--- config.mk ---
export PLATFORM = sky130hd
export DESIGN_NAME = i2c_read_from_memory_flat
export DESIGN_NICKNAME = d
export VERILOG_FILES = /design/src/rtl/i2c_read_from_memory_pkg.sv /design/src/rtl/i2c_read_from_memory_if.sv /design/src/rtl/i2c_read_from_memory_byte_watchdog.sv /design/src/rtl/i2c_read_from_memory.sv /design/src/flat_wrapper.sv
export SDC_FILE = /design/constraint.sdc
export NUM_CORES = 1
export LEC_CHECK = 0
export CAP_MARGIN = 20
export CORE_MARGIN = 4
export CORE_UTILIZATION = 48
export DETAILED_ROUTE_END_ITERATION = 7
export PLACE_DENSITY = 0.82
export SLEW_MARGIN = 20
export SYNTH_ARGS = -nofsm -noshare
export SYNTH_HDL_FRONTEND = slang
export SYNTH_SLANG_ARGS = --single-unit
--- constraint.sdc ---
create_clock -name clk -period 2.7 [get_ports clk]
set_clock_uncertainty 0.2 [all_clocks]
set_input_delay 0.405 -clock clk [delete_from_list [all_inputs] [get_ports clk]]
set_output_delay 0.405 -clock clk [all_outputs]
set_load 0.01 [all_outputs]
--- src/rtl/i2c_read_from_memory_pkg.sv ---
// Shared definitions for the EEPROM read/write sequencers: sequencer states,
// device control code, R/W bit values and the control-byte helper.
package i2c_read_from_memory_pkg;

  // Upper nibble of every serial EEPROM device address.
  localparam logic [3:0] CTRL_CODE = 4'b1010;

  // Value of the R/W bit in the control byte.
  localparam logic RW_WR = 1'b0;
  localparam logic RW_RD = 1'b1;

  typedef enum logic [3:0] {
    ST_IDLE    = 4'd0,
    ST_WAKE    = 4'd1,
    ST_CTRL_W  = 4'd2,
    ST_ADDR_HI = 4'd3,
    ST_ADDR_LO = 4'd4,
    ST_CTRL_R  = 4'd5,
    ST_READ    = 4'd6,
    ST_PUSH    = 4'd7,
    ST_FINISH  = 4'd8,
    ST_ABORT   = 4'd9
  } seq_state_e;

  // Control byte sent after START / repeated START.
  function automatic logic [7:0] ctrl_byte(input logic [2:0] dev, input logic rw);
    return {CTRL_CODE, dev, rw};
  endfunction

  // States in which the sequencer is waiting on the core to finish a byte.
  function automatic logic is_byte_wait(input seq_state_e s);
    logic w;
    case (s)
      ST_CTRL_W, ST_ADDR_HI, ST_ADDR_LO, ST_CTRL_R, ST_READ: w = 1'b1;
      default:                                              w = 1'b0;
    endcase
    return w;
  endfunction

endpackage

--- src/rtl/i2c_read_from_memory_if.sv ---
// Sequencer <-> byte-level I2C master core and downstream FIFO signals.
interface i2c_read_from_memory_if;
  // towards the I2C master core
  logic [6:0] address;
  logic [7:0] register;
  logic       mode;
  logic       master_ack;
  logic       byte_go;
  logic       I2C_en;
  logic       reset_I2C;
  logic       Start;
  logic       repeat_start;
  logic       Stop;
  // from the I2C master core
  logic       byte_done;
  logic       ack;
  logic [7:0] rx_data;
  // downstream FIFO
  logic [7:0] data_out;
  logic       write;
  logic       full;

  modport master (
    output address, register, mode, master_ack, byte_go, I2C_en, reset_I2C,
           Start, repeat_start, Stop, data_out, write,
    input  byte_done, ack, rx_data, full
  );

  modport slave (
    input  address, register, mode, master_ack, byte_go, I2C_en, reset_I2C,
           Start, repeat_start, Stop, data_out, write,
    output byte_done, ack, rx_data, full
  );
endinterface

--- src/rtl/i2c_read_from_memory_byte_watchdog.sv ---
// Per-byte watchdog: counts enabled cycles since the last clear and raises
// timeout once LIMIT cycles have elapsed. The count saturates at LIMIT.
module i2c_byte_watchdog #(
  parameter int unsigned LIMIT = 4096
) (
  input  logic clk,
  input  logic reset,
  input  logic clr,
  input  logic en,
  output logic timeout
);

  localparam int unsigned W = $clog2(LIMIT + 1);

  logic [W-1:0] count_q, count_d;
  logic         timeout_q, timeout_d;

  // Next count: clear wins, otherwise count enabled cycles up to LIMIT.
  always_comb begin
    count_d = count_q;
    if (clr) begin
      count_d = '0;
    end else if (en && (count_q != W'(LIMIT))) begin
      count_d = count_q + W'(1'b1);
    end else begin
      count_d = count_q;
    end
    timeout_d = (count_d == W'(LIMIT));
  end

  // Counter and flag registers.
  always_ff @(posedge clk) begin
    if (reset) begin
      count_q   <= '0;
      timeout_q <= 1'b0;
    end else begin
      count_q   <= count_d;
      timeout_q <= timeout_d;
    end
  end

  assign timeout = timeout_q;

endmodule

--- src/rtl/i2c_read_from_memory.sv ---
// Random-read sequencer: START, ctrl(W), addr_hi, addr_lo, repeated START,
// ctrl(R), N reads (ACK all but the last), STOP; each byte goes to a FIFO.
module i2c_read_from_memory
  import i2c_read_from_memory_pkg::*;
#(
  parameter int unsigned SETTLE_CYCLES  = 8,
  parameter int unsigned TIMEOUT_CYCLES = 4096
) (
  input  logic                         clk,
  input  logic                         reset,
  input  logic                         run,
  input  logic [11:0]                  number_of_bytes,
  input  logic [14:0]                  memory_address,
  input  logic [2:0]                   memory_number,
  output logic                         busy,
  output logic                         done,
  output logic                         error,
  i2c_read_from_memory_if.master       bus
);

  localparam int unsigned SW = (SETTLE_CYCLES > 1) ? $clog2(SETTLE_CYCLES) : 1;

  seq_state_e    state_q, state_d;
  logic [14:0]   addr_q, addr_d;
  logic [11:0]   remaining_q, remaining_d;
  logic [2:0]    dev_q, dev_d;
  logic [7:0]    hold_q, hold_d;
  logic [SW-1:0] settle_q, settle_d;

  logic [6:0]    address_q, address_d;
  logic [7:0]    register_q, register_d;
  logic          mode_q, mode_d;
  logic          master_ack_q, master_ack_d;
  logic          byte_go_q, byte_go_d;
  logic          i2c_en_q, i2c_en_d;
  logic          reset_i2c_q, reset_i2c_d;
  logic          start_q, start_d;
  logic          repeat_start_q, repeat_start_d;
  logic          stop_q, stop_d;
  logic [7:0]    data_out_q, data_out_d;
  logic          write_q, write_d;
  logic          busy_q, busy_d;
  logic          done_q, done_d;
  logic          error_q, error_d;

  logic          timeout_s;
  logic          wdog_en_s;
  logic          wr_ok_s;
  logic          wr_fail_s;
  logic [11:0]   rem_dec_s;

  assign wr_ok_s   = bus.byte_done & bus.ack;
  assign wr_fail_s = (bus.byte_done & ~bus.ack) | timeout_s;
  assign rem_dec_s = remaining_q - 12'd1;
  assign wdog_en_s = is_byte_wait(state_q);

  i2c_byte_watchdog #(.LIMIT(TIMEOUT_CYCLES)) u_wdog (
    .clk     (clk),
    .reset   (reset),
    .clr     (byte_go_d),
    .en      (wdog_en_s),
    .timeout (timeout_s)
  );

  // Next-state and next-output logic; pulses default low, levels hold.
  always_comb begin
    state_d        = state_q;
    addr_d         = addr_q;
    remaining_d    = remaining_q;
    dev_d          = dev_q;
    hold_d         = hold_q;
    settle_d       = settle_q;
    address_d      = address_q;
    register_d     = register_q;
    mode_d         = mode_q;
    master_ack_d   = master_ack_q;
    data_out_d     = data_out_q;
    error_d        = error_q;
    byte_go_d      = 1'b0;
    start_d        = 1'b0;
    repeat_start_d = 1'b0;
    stop_d         = 1'b0;
    write_d        = 1'b0;
    done_d         = 1'b0;
    reset_i2c_d    = 1'b1;

    case (state_q)
      ST_IDLE: begin
        if (run) begin
          error_d = 1'b0;
          if (number_of_bytes != 12'd0) begin
            addr_d      = memory_address;
            remaining_d = number_of_bytes;
            dev_d       = memory_number;
            settle_d    = '0;
            state_d     = ST_WAKE;
          end else begin
            done_d = 1'b1;
          end
        end else begin
          state_d = ST_IDLE;
        end
      end
      ST_WAKE: begin
        if (settle_q == SW'(SETTLE_CYCLES - 1)) begin
          start_d    = 1'b1;
          address_d  = {CTRL_CODE, dev_q};
          mode_d     = RW_WR;
          register_d = ctrl_byte(dev_q, RW_WR);
          byte_go_d  = 1'b1;
          state_d    = ST_CTRL_W;
        end else begin
          settle_d = settle_q + SW'(1'b1);
        end
      end
      ST_CTRL_W: begin
        if (wr_ok_s) begin
          register_d = {1'b0, addr_q[14:8]};
          byte_go_d  = 1'b1;
          state_d    = ST_ADDR_HI;
        end else if (wr_fail_s) begin
          state_d = ST_ABORT;
        end else begin
          state_d = ST_CTRL_W;
        end
      end
      ST_ADDR_HI: begin
        if (wr_ok_s) begin
          register_d = addr_q[7:0];
          byte_go_d  = 1'b1;
          state_d    = ST_ADDR_LO;
        end else if (wr_fail_s) begin
          state_d = ST_ABORT;
        end else begin
          state_d = ST_ADDR_HI;
        end
      end
      ST_ADDR_LO: begin
        if (wr_ok_s) begin
          repeat_start_d = 1'b1;
          register_d     = ctrl_byte(dev_q, RW_RD);
          byte_go_d      = 1'b1;
          state_d        = ST_CTRL_R;
        end else if (wr_fail_s) begin
          state_d = ST_ABORT;
        end else begin
          state_d = ST_ADDR_LO;
        end
      end
      ST_CTRL_R: begin
        if (wr_ok_s) begin
          mode_d       = RW_RD;
          master_ack_d = (remaining_q > 12'd1);
          byte_go_d    = 1'b1;
          state_d      = ST_READ;
        end else if (wr_fail_s) begin
          state_d = ST_ABORT;
        end else begin
          state_d = ST_CTRL_R;
        end
      end
      ST_READ: begin
        if (bus.byte_done) begin
          hold_d  = bus.rx_data;
          state_d = ST_PUSH;
        end else if (timeout_s) begin
          state_d = ST_ABORT;
        end else begin
          state_d = ST_READ;
        end
      end
      ST_PUSH: begin
        // The next byte is only requested once this one has left, so a
        // full FIFO simply stalls the bus without losing data.
        if (!bus.full) begin
          data_out_d  = hold_q;
          write_d     = 1'b1;
          remaining_d = rem_dec_s;
          if (rem_dec_s == 12'd0) begin
            stop_d  = 1'b1;
            state_d = ST_FINISH;
          end else begin
            master_ack_d = (rem_dec_s > 12'd1);
            byte_go_d    = 1'b1;
            state_d      = ST_READ;
          end
        end else begin
          state_d = ST_PUSH;
        end
      end
      ST_FINISH: begin
        done_d  = 1'b1;
        state_d = ST_IDLE;
      end
      ST_ABORT: begin
        stop_d  = 1'b1;
        error_d = 1'b1;
        state_d = ST_IDLE;
      end
      default: begin
        state_d = ST_IDLE;
      end
    endcase

    busy_d   = (state_d != ST_IDLE);
    // Enable also covers the cycle that carries the final Stop request out
    // of FINISH/ABORT, so the core sees STOP while still enabled.
    i2c_en_d = (state_q != ST_IDLE) || (state_d != ST_IDLE);
  end

  // State, datapath and output registers.
  always_ff @(posedge clk) begin
    if (reset) begin
      state_q        <= ST_IDLE;
      addr_q         <= 15'd0;
      remaining_q    <= 12'd0;
      dev_q          <= 3'd0;
      hold_q         <= 8'd0;
      settle_q       <= '0;
      address_q      <= 7'd0;
      register_q     <= 8'd0;
      mode_q         <= 1'b0;
      master_ack_q   <= 1'b0;
      byte_go_q      <= 1'b0;
      i2c_en_q       <= 1'b0;
      reset_i2c_q    <= 1'b0;
      start_q        <= 1'b0;
      repeat_start_q <= 1'b0;
      stop_q         <= 1'b0;
      data_out_q     <= 8'd0;
      write_q        <= 1'b0;
      busy_q         <= 1'b0;
      done_q         <= 1'b0;
      error_q        <= 1'b0;
    end else begin
      state_q        <= state_d;
      addr_q         <= addr_d;
      remaining_q    <= remaining_d;
      dev_q          <= dev_d;
      hold_q         <= hold_d;
      settle_q       <= settle_d;
      address_q      <= address_d;
      register_q     <= register_d;
      mode_q         <= mode_d;
      master_ack_q   <= master_ack_d;
      byte_go_q      <= byte_go_d;
      i2c_en_q       <= i2c_en_d;
      reset_i2c_q    <= reset_i2c_d;
      start_q        <= start_d;
      repeat_start_q <= repeat_start_d;
      stop_q         <= stop_d;
      data_out_q     <= data_out_d;
      write_q        <= write_d;
      busy_q         <= busy_d;
      done_q         <= done_d;
      error_q        <= error_d;
    end
  end

  assign bus.address      = address_q;
  assign bus.register     = register_q;
  assign bus.mode         = mode_q;
  assign bus.master_ack   = master_ack_q;
  assign bus.byte_go      = byte_go_q;
  assign bus.I2C_en       = i2c_en_q;
  assign bus.reset_I2C    = reset_i2c_q;
  assign bus.Start        = start_q;
  assign bus.repeat_start = repeat_start_q;
  assign bus.Stop         = stop_q;
  assign bus.data_out     = data_out_q;
  assign bus.write        = write_q;
  assign busy             = busy_q;
  assign done             = done_q;
  assign error            = error_q;

endmodule
--- src/flat_wrapper.sv ---
// flat-port wrapper written by rule: the top's interface ports become plain ports
module i2c_read_from_memory_flat import i2c_read_from_memory_pkg::*;
#(
  parameter int unsigned SETTLE_CYCLES  = 8,
  parameter int unsigned TIMEOUT_CYCLES = 4096
)
  (clk, reset, run, number_of_bytes, memory_address, memory_number, busy, done, error, bus_address, bus_register, bus_mode, bus_master_ack, bus_byte_go, bus_I2C_en, bus_reset_I2C, bus_Start, bus_repeat_start, bus_Stop, bus_data_out, bus_write, bus_byte_done, bus_ack, bus_rx_data, bus_full);
  i2c_read_from_memory_if bus_i ();
  input  logic clk;
  input  logic reset;
  input  logic run;
  input  logic [11:0] number_of_bytes;
  input  logic [14:0] memory_address;
  input  logic [2:0] memory_number;
  output logic busy;
  output logic done;
  output logic error;
  output wire logic [$bits(bus_i.address)-1:0] bus_address;
  output wire logic [$bits(bus_i.register)-1:0] bus_register;
  output wire logic [$bits(bus_i.mode)-1:0] bus_mode;
  output wire logic [$bits(bus_i.master_ack)-1:0] bus_master_ack;
  output wire logic [$bits(bus_i.byte_go)-1:0] bus_byte_go;
  output wire logic [$bits(bus_i.I2C_en)-1:0] bus_I2C_en;
  output wire logic [$bits(bus_i.reset_I2C)-1:0] bus_reset_I2C;
  output wire logic [$bits(bus_i.Start)-1:0] bus_Start;
  output wire logic [$bits(bus_i.repeat_start)-1:0] bus_repeat_start;
  output wire logic [$bits(bus_i.Stop)-1:0] bus_Stop;
  output wire logic [$bits(bus_i.data_out)-1:0] bus_data_out;
  output wire logic [$bits(bus_i.write)-1:0] bus_write;
  input wire logic [$bits(bus_i.byte_done)-1:0] bus_byte_done;
  input wire logic [$bits(bus_i.ack)-1:0] bus_ack;
  input wire logic [$bits(bus_i.rx_data)-1:0] bus_rx_data;
  input wire logic [$bits(bus_i.full)-1:0] bus_full;
  assign bus_address = bus_i.address;
  assign bus_register = bus_i.register;
  assign bus_mode = bus_i.mode;
  assign bus_master_ack = bus_i.master_ack;
  assign bus_byte_go = bus_i.byte_go;
  assign bus_I2C_en = bus_i.I2C_en;
  assign bus_reset_I2C = bus_i.reset_I2C;
  assign bus_Start = bus_i.Start;
  assign bus_repeat_start = bus_i.repeat_start;
  assign bus_Stop = bus_i.Stop;
  assign bus_data_out = bus_i.data_out;
  assign bus_write = bus_i.write;
  assign bus_i.byte_done = bus_byte_done;
  assign bus_i.ack = bus_ack;
  assign bus_i.rx_data = bus_rx_data;
  assign bus_i.full = bus_full;
  i2c_read_from_memory #(.SETTLE_CYCLES(SETTLE_CYCLES), .TIMEOUT_CYCLES(TIMEOUT_CYCLES)) u_core (.clk(clk), .reset(reset), .run(run), .number_of_bytes(number_of_bytes), .memory_address(memory_address), .memory_number(memory_number), .busy(busy), .done(done), .error(error), .bus(bus_i));
endmodule
==> results.sh <==
export IMPL_status="completed"
export IMPL_clockBufferDepth=2
export IMPL_fp_dieH_um=106
export IMPL_clock_sinks=91
export IMPL_core_area_sq_mm=0.00933
export IMPL_grt_setup_unrepaired="false"
export IMPL_io_buffers=76
export IMPL_crit_required_ps=2800
export IMPL_final_nets=689
export IMPL_yosys_area_top_type="dfxtp_1"
export IMPL_cts_root_buf="clkbuf_8"
export IMPL_cp_data_arrival_time_ps=2660
export IMPL_row_count=35
export IMPL_power_density_mw_per_mm2=467
export IMPL_holdPathStages=2
export IMPL_cts_hold_buf=0
export IMPL_synthMostInstantiatedCell="dfxtp_1"
export IMPL_fmax_mhz=390
export IMPL_grt_remaining_overflow=0
export IMPL_p_int_mw=1.91
export IMPL_route_detailed_drc=0
export IMPL_met3_length_um=774
export IMPL_hold_viol_final=0
export IMPL_grt_max_degree=38
export IMPL_dieArea_sq_mm=0.0113
export IMPL_start_util_pct=49.9
export IMPL_cts_made_buffers=9
export IMPL_netSwitchingPower_mw=0.730
export IMPL_multiInputGateArea_sq_mm=0.00255
export IMPL_cts_resized=0
export IMPL_clock_power_share_pct=32.3
export IMPL_grt_pass1_wl_um=19100
export IMPL_cts_setup_buffers=0
export IMPL_switching_share_pct=27.7
export IMPL_ir_drop_mv=0.468
export IMPL_final_setup_tns_ps=0
export IMPL_grt_usage_pct=20.6
export IMPL_htreeDepth=3
export IMPL_ys_seq_elements=91
export IMPL_clkSlewWorstSetupHoldPaths_ps=90
export IMPL_r2r_setup_slack_ps=140
export IMPL_cts_tree="yes"
export IMPL_dpl_instance_area_sq_mm=0.00547
export IMPL_yosysSeqAreaShare_pct=39.2
export IMPL_finalSetupViolations=0
export IMPL_wirelength_um=11800
export IMPL_drtAntennaViolNets=0
export IMPL_hp_start="reset"
export IMPL_finalCritPeriodShare_pct=95.0
export IMPL_grt_pass1_vias=4035
export IMPL_drive_gt1_share_pct=8.24
export IMPL_synthTopCellsByArea="dfxtp_1 (39%), nand2_1 (6.9%), nor2_1 (5.8%), a21oi_1 (5.7%), mux2i_1 (5.6%)"
export IMPL_fp_dieW_um=106
export IMPL_synth_top_cells_by_count="dfxtp_1 (91), nand2_1 (86), nor2_1 (72), a21oi_1 (53)"
export IMPL_timing_rr_end="u_core.bus.master_ack$_SDFFE_PP0P_"
export IMPL_r2r_cells=8
export IMPL_clk_latency_ps=360
export IMPL_dpl_hpwl_um=8620
export IMPL_avgViaCountPerCell=5.68
export IMPL_regArea_sq_mm=0.00182
export IMPL_wl_met1_um=5300
export IMPL_path_max_fanout=10
export IMPL_power_frac_seq_pct=53.7
export IMPL_async_reset_ff_share_pct=0
export IMPL_yosysWarnings=0
export IMPL_io_pins=79
export IMPL_comb_power_share_pct=14.0
export IMPL_antennaDiodeCount=0
export IMPL_top_layer="met4"
export IMPL_area_delta_synth_final_pct=21.5
export IMPL_timing_final_crit_period_ps=2560
export IMPL_whs_endpoint="u_core.remaining_q[9]$_SDFFE_PP0P_"
export IMPL_syn_cell_area_sq_mm=0.00465
export IMPL_gp_congestion=0.945
export IMPL_vias=4382
export IMPL_synth_edff_count=0
export IMPL_hp_class="in -> reg"
export IMPL_synthesis_instances=578
export IMPL_leakagePower_nw=2.15
export IMPL_postSynthAreaPerCell_sq_um=8.05
export IMPL_firstDrtPassIters=5
export IMPL_final_max_slew_violation_count=0
export IMPL_drt_iter0_drc=307
export IMPL_met2_length_um=5500
export IMPL_synth_cell_types=66
export IMPL_fill_cells=834
export IMPL_critical_path_class="reg -> reg"
export IMPL_ys_flop_type="dfxtp_1"
export IMPL_end_kind="register"
export IMPL_synth_top_area_share_pct=39.2
export IMPL_finalInstanceArea_sq_mm=0.00565
export IMPL_drv_cap=0
export IMPL_cp_start_kind="register"
export IMPL_r2r_start="u_core.remaining_q[0]$_SDFFE_PP0P_"
export IMPL_antenna_found_initial=0
export IMPL_wl_per_cell_um=15.2
power groups by stage:
stage / logic, mW / registers [mW] / clock network (mW)
final: 0.370 / 1.42 / 0.851
after global routing: 0.404 / 1.42 / 0.911
after CTS: 0.365 / 1.41 / 0.868
after detailed placement: 0.363 / 1.44 / 0
after global placement: 0.357 / 1.44 / 0
after floorplan: 0.248 / 1.43 / 0
placed cells by master, fill, tap and decap left out, types with 4 or more instances in the layout:
cell type        count
a21o_1               4
a21oi_1             53
a22oi_1              8
a31oi_1              7
and3_1               9
buf_4               18
clkbuf_8            10
clkdlybuf4s50_1     75
dfxtp_1             91
ha_1                 7
inv_1               13
mux2i_1             26
nand2_1             86
nand3_1             14
nand3b_1             5
nor2_1              72
nor2b_1              5
nor3_1              12
nor4_1              10
nor4b_1              4
o211ai_1             6
o21a_1               5
o21ai_0             20
xnor2_1              4
xor2_1              10
metal layers:
| metal | GRT usage [%] | vias to the layer above |
|---|---|---|
| met5 | 0 | - |
| met3 | 4.86 | 21 |
| met2 | 33.0 | 157 |
| met1 | 27.5 | 2071 |
| li1 | - | 2133 |
| met4 | 6.48 | 0 |
flip-flops by register name, summed over array words and instances, names as in the netlist, 3 cells and up:
register,count
u_core.settle_q,3
u_core.hold_q,8
u_core.bus.register,8
u_core.bus.data_out,8
u_core.dev_q,3
u_core.u_wdog.count_q,13
u_core.addr_q,15
u_core.bus.address,4
u_core.remaining_q,12
u_core.state_q,4
how the worst max path moves through the flow:
| stage | slack [ps] | endpoint | cells past startpoint | start |
|---|---|---|---|---|
| floorplan | 160 | u_core.busy$_SDFF_PP0_ | 10 | u_core.remaining_q[0]$_SDFFE_PP0P_ |
| global placement | 230 | u_core.remaining_q[0]$_SDFFE_PP0P_ | 7 | number_of_bytes[6] |
| detailed placement | 180 | u_core.remaining_q[0]$_SDFFE_PP0P_ | 7 | number_of_bytes[6] |
| CTS | 170 | u_core.bus.master_ack$_SDFFE_PP0P_ | 8 | u_core.remaining_q[0]$_SDFFE_PP0P_ |
| global route | 60 | u_core.bus.master_ack$_SDFFE_PP0P_ | 8 | u_core.remaining_q[0]$_SDFFE_PP0P_ |
| finish | 140 | u_core.bus.master_ack$_SDFFE_PP0P_ | 8 | u_core.remaining_q[0]$_SDFFE_PP0P_ |
cell type report:
type	count	area share (%)
Clock buffer	11	2.50
Clock inverter	5	0.686
Inverter	13	0.864
Multi-Input combinational cell	429	45.1
Sequential cell	91	32.2
Tap cell	129	2.86
Timing Repair Buffer	94	15.8
cell families after synthesis:
group                      count (synthesis)  synth area share (%)
AOI/OAI and AO/OA                        132                  18.1
xor gates and xnor gates                  14                  2.64
adders and majority gates                  7                  1.88
buffers and inverters                     59                  6.16
DFF                                       91                  39.2
muxes                                     27                  5.84
other                                      1                0.0806
and+or+nand+nor                          247                  26.1
critical path: stages (launching register included):
cell,delay [ps]
dfxtp_1,320
inv_1,110
ha_1,400
o21a_1,220
a31oi_1,100
a2bb2oi_1,190
or4_4,600
a21oi_2,180
mux2i_1,190
per-stage QoR:
stage | std cells | util (%) | hold slack, ps | total power, mW | setup WS, ps
after global placement | 756 | 58.6 | 238 | 1.80 | 229
after global routing | 772 | 60.6 | 217 | 2.73 | 61.4
after detailed placement | 756 | 58.6 | 243 | 1.81 | 178
after CTS | 772 | 60.6 | 196 | 2.65 | 167
final | 772 | 60.6 | 208 | 2.64 | 136
after floorplan | 579 | - | 231 | 1.68 | 162
Power figures use the tool's default switching activity.
==> patch: new RTL, same settings <==
Put one more register stage on the output `error`, with the module's reset. The value now appears one clock later. The other outputs are not delayed to match.
--- a/src/rtl/i2c_read_from_memory.sv
+++ b/src/rtl/i2c_read_from_memory.sv
@@ -271,6 +271,12 @@
   assign bus.write        = write_q;
   assign busy             = busy_q;
   assign done             = done_q;
-  assign error            = error_q;
+  always_ff @(posedge clk) begin
+    if (reset) begin
+      error <= '0;
+    end else begin
+      error <= error_q;
+    end
+  end
 
 endmodule
Behaviour: same outputs for any inputs over 10 cycles, from zero or initial values and one cycle with reset high; that may be too few to reach the edited logic, so the function may still have changed.
==> patch against the original RTL <==
  * Sequential cell count increased by 1
  * Synthesized area is 2.8% lower
  * Synthesized cell count fell by 4.7%
  * Routed wire length down 2.0%
  * Die area down 2.6%
  * Worst setup slack got worse by 0.0062 ns
  * Combinational power is 4% higher
  * Design area up 0.20%
  * Total power up 7.2%
==> patch: results (changes against the original RTL) <==
The flow ran to the end, and the final reports show no timing, DRC or antenna violations. The share of cells above drive strength 1 works out to 9.52% (+1.3 points). For the first-pass GRT wire length, the log shows 19000 um (-0.36%). For the worst supply voltage drop on vdd, the log shows 0.361 mV (-23%).

The logs give 792 (-5.0%) for the number of fill cells and 4196 (-4.2%) for the detailed-route via count. The multiplexer fraction of the synthesized cell area was 9.32% (+3.5 points); the number of gates resized after CTS was 1 (+1). The number of ordinary and repair buffers in the finished layout was 100 (+6.4%); the peak clock frequency supported by timing was 0.389 GHz (-0.24%).

Ranked by total cell area, the synthesized netlist is headed by sky130_fd_sc_hd__dfxtp_1 (41%), sky130_fd_sc_hd__mux2i_1 (9.1%), sky130_fd_sc_hd__nor2_1 (7.8%), sky130_fd_sc_hd__nand2_1 (5.1%), sky130_fd_sc_hd__a21oi_1 (4.9%). Flip-flop and latch share of the layout cell area: 32.6% (+0.31 points). The tools report the area of the multi-input gates as 2470 um^2 (-2.9%). The all-layer global routing usage is 20.8% (+0.18 points). The number of cells on the worst reg-to-reg path works out to 9 (+1).

The kind of cell with the highest combined delay on the critical path is simple AND/OR/NAND/NOR gates. The area of the core is 9200 um^2 (-1.4%). The number of buffers added for setup after CTS was 1 (+1); the static power due to leakage was 2.16 nW (+0.44%). The post-synthesis instance total was 551 (-4.7%). The final RePlAce weighted congestion came out at 0.919 (-2.8%).

The fraction of the yosys area taken by sequential cells was 40.7% (+1.6 points). The logs give -0.0410 ns (-0.219 ns) for the post-placement setup slack and 411 (-4.2%) for the multi-input gate count. The per-cell routed wire length was 15.6 um (+2.1%); the worst hold margin was 0.221 ns (+0.0135 ns).

The tools report the detailed-routing wirelength on met1 as 4950 um (-6.6%). The global-route track usage on met2 is 34.6% (+1.6 points).
[patch: cell types whose count changed after synthesis, moves of 4 or more]
cell	before	now
sky130_fd_sc_hd__nand2_1	86	61
sky130_fd_sc_hd__nor2_1	72	94
sky130_fd_sc_hd__mux2i_1	26	41
sky130_fd_sc_hd__a21oi_1	53	44
sky130_fd_sc_hd__clkbuf_1	26	19
sky130_fd_sc_hd__a22oi_1	8	2
sky130_fd_sc_hd__nand2b_1	2	8
sky130_fd_sc_hd__a31oi_1	7	2
sky130_fd_sc_hd__and3_1	9	5
sky130_fd_sc_hd__nor3_1	12	16
sky130_fd_sc_hd__nor4_1	10	14
[patch: cell families after synthesis]
family	after synthesis
other cells	1
simple gates	244
mux	42
fa+ha+maj	8
flops	92
buf+inv	49
xor+xnor	15
compound gates	100
[patch: power by group]
part           switching (mW)  internal, mW  total, mW  leakage, nW
registers              0.0288          1.39       1.42        0.748
clock network           0.475         0.547       1.02        0.109
logic                   0.201         0.183      0.385         1.31
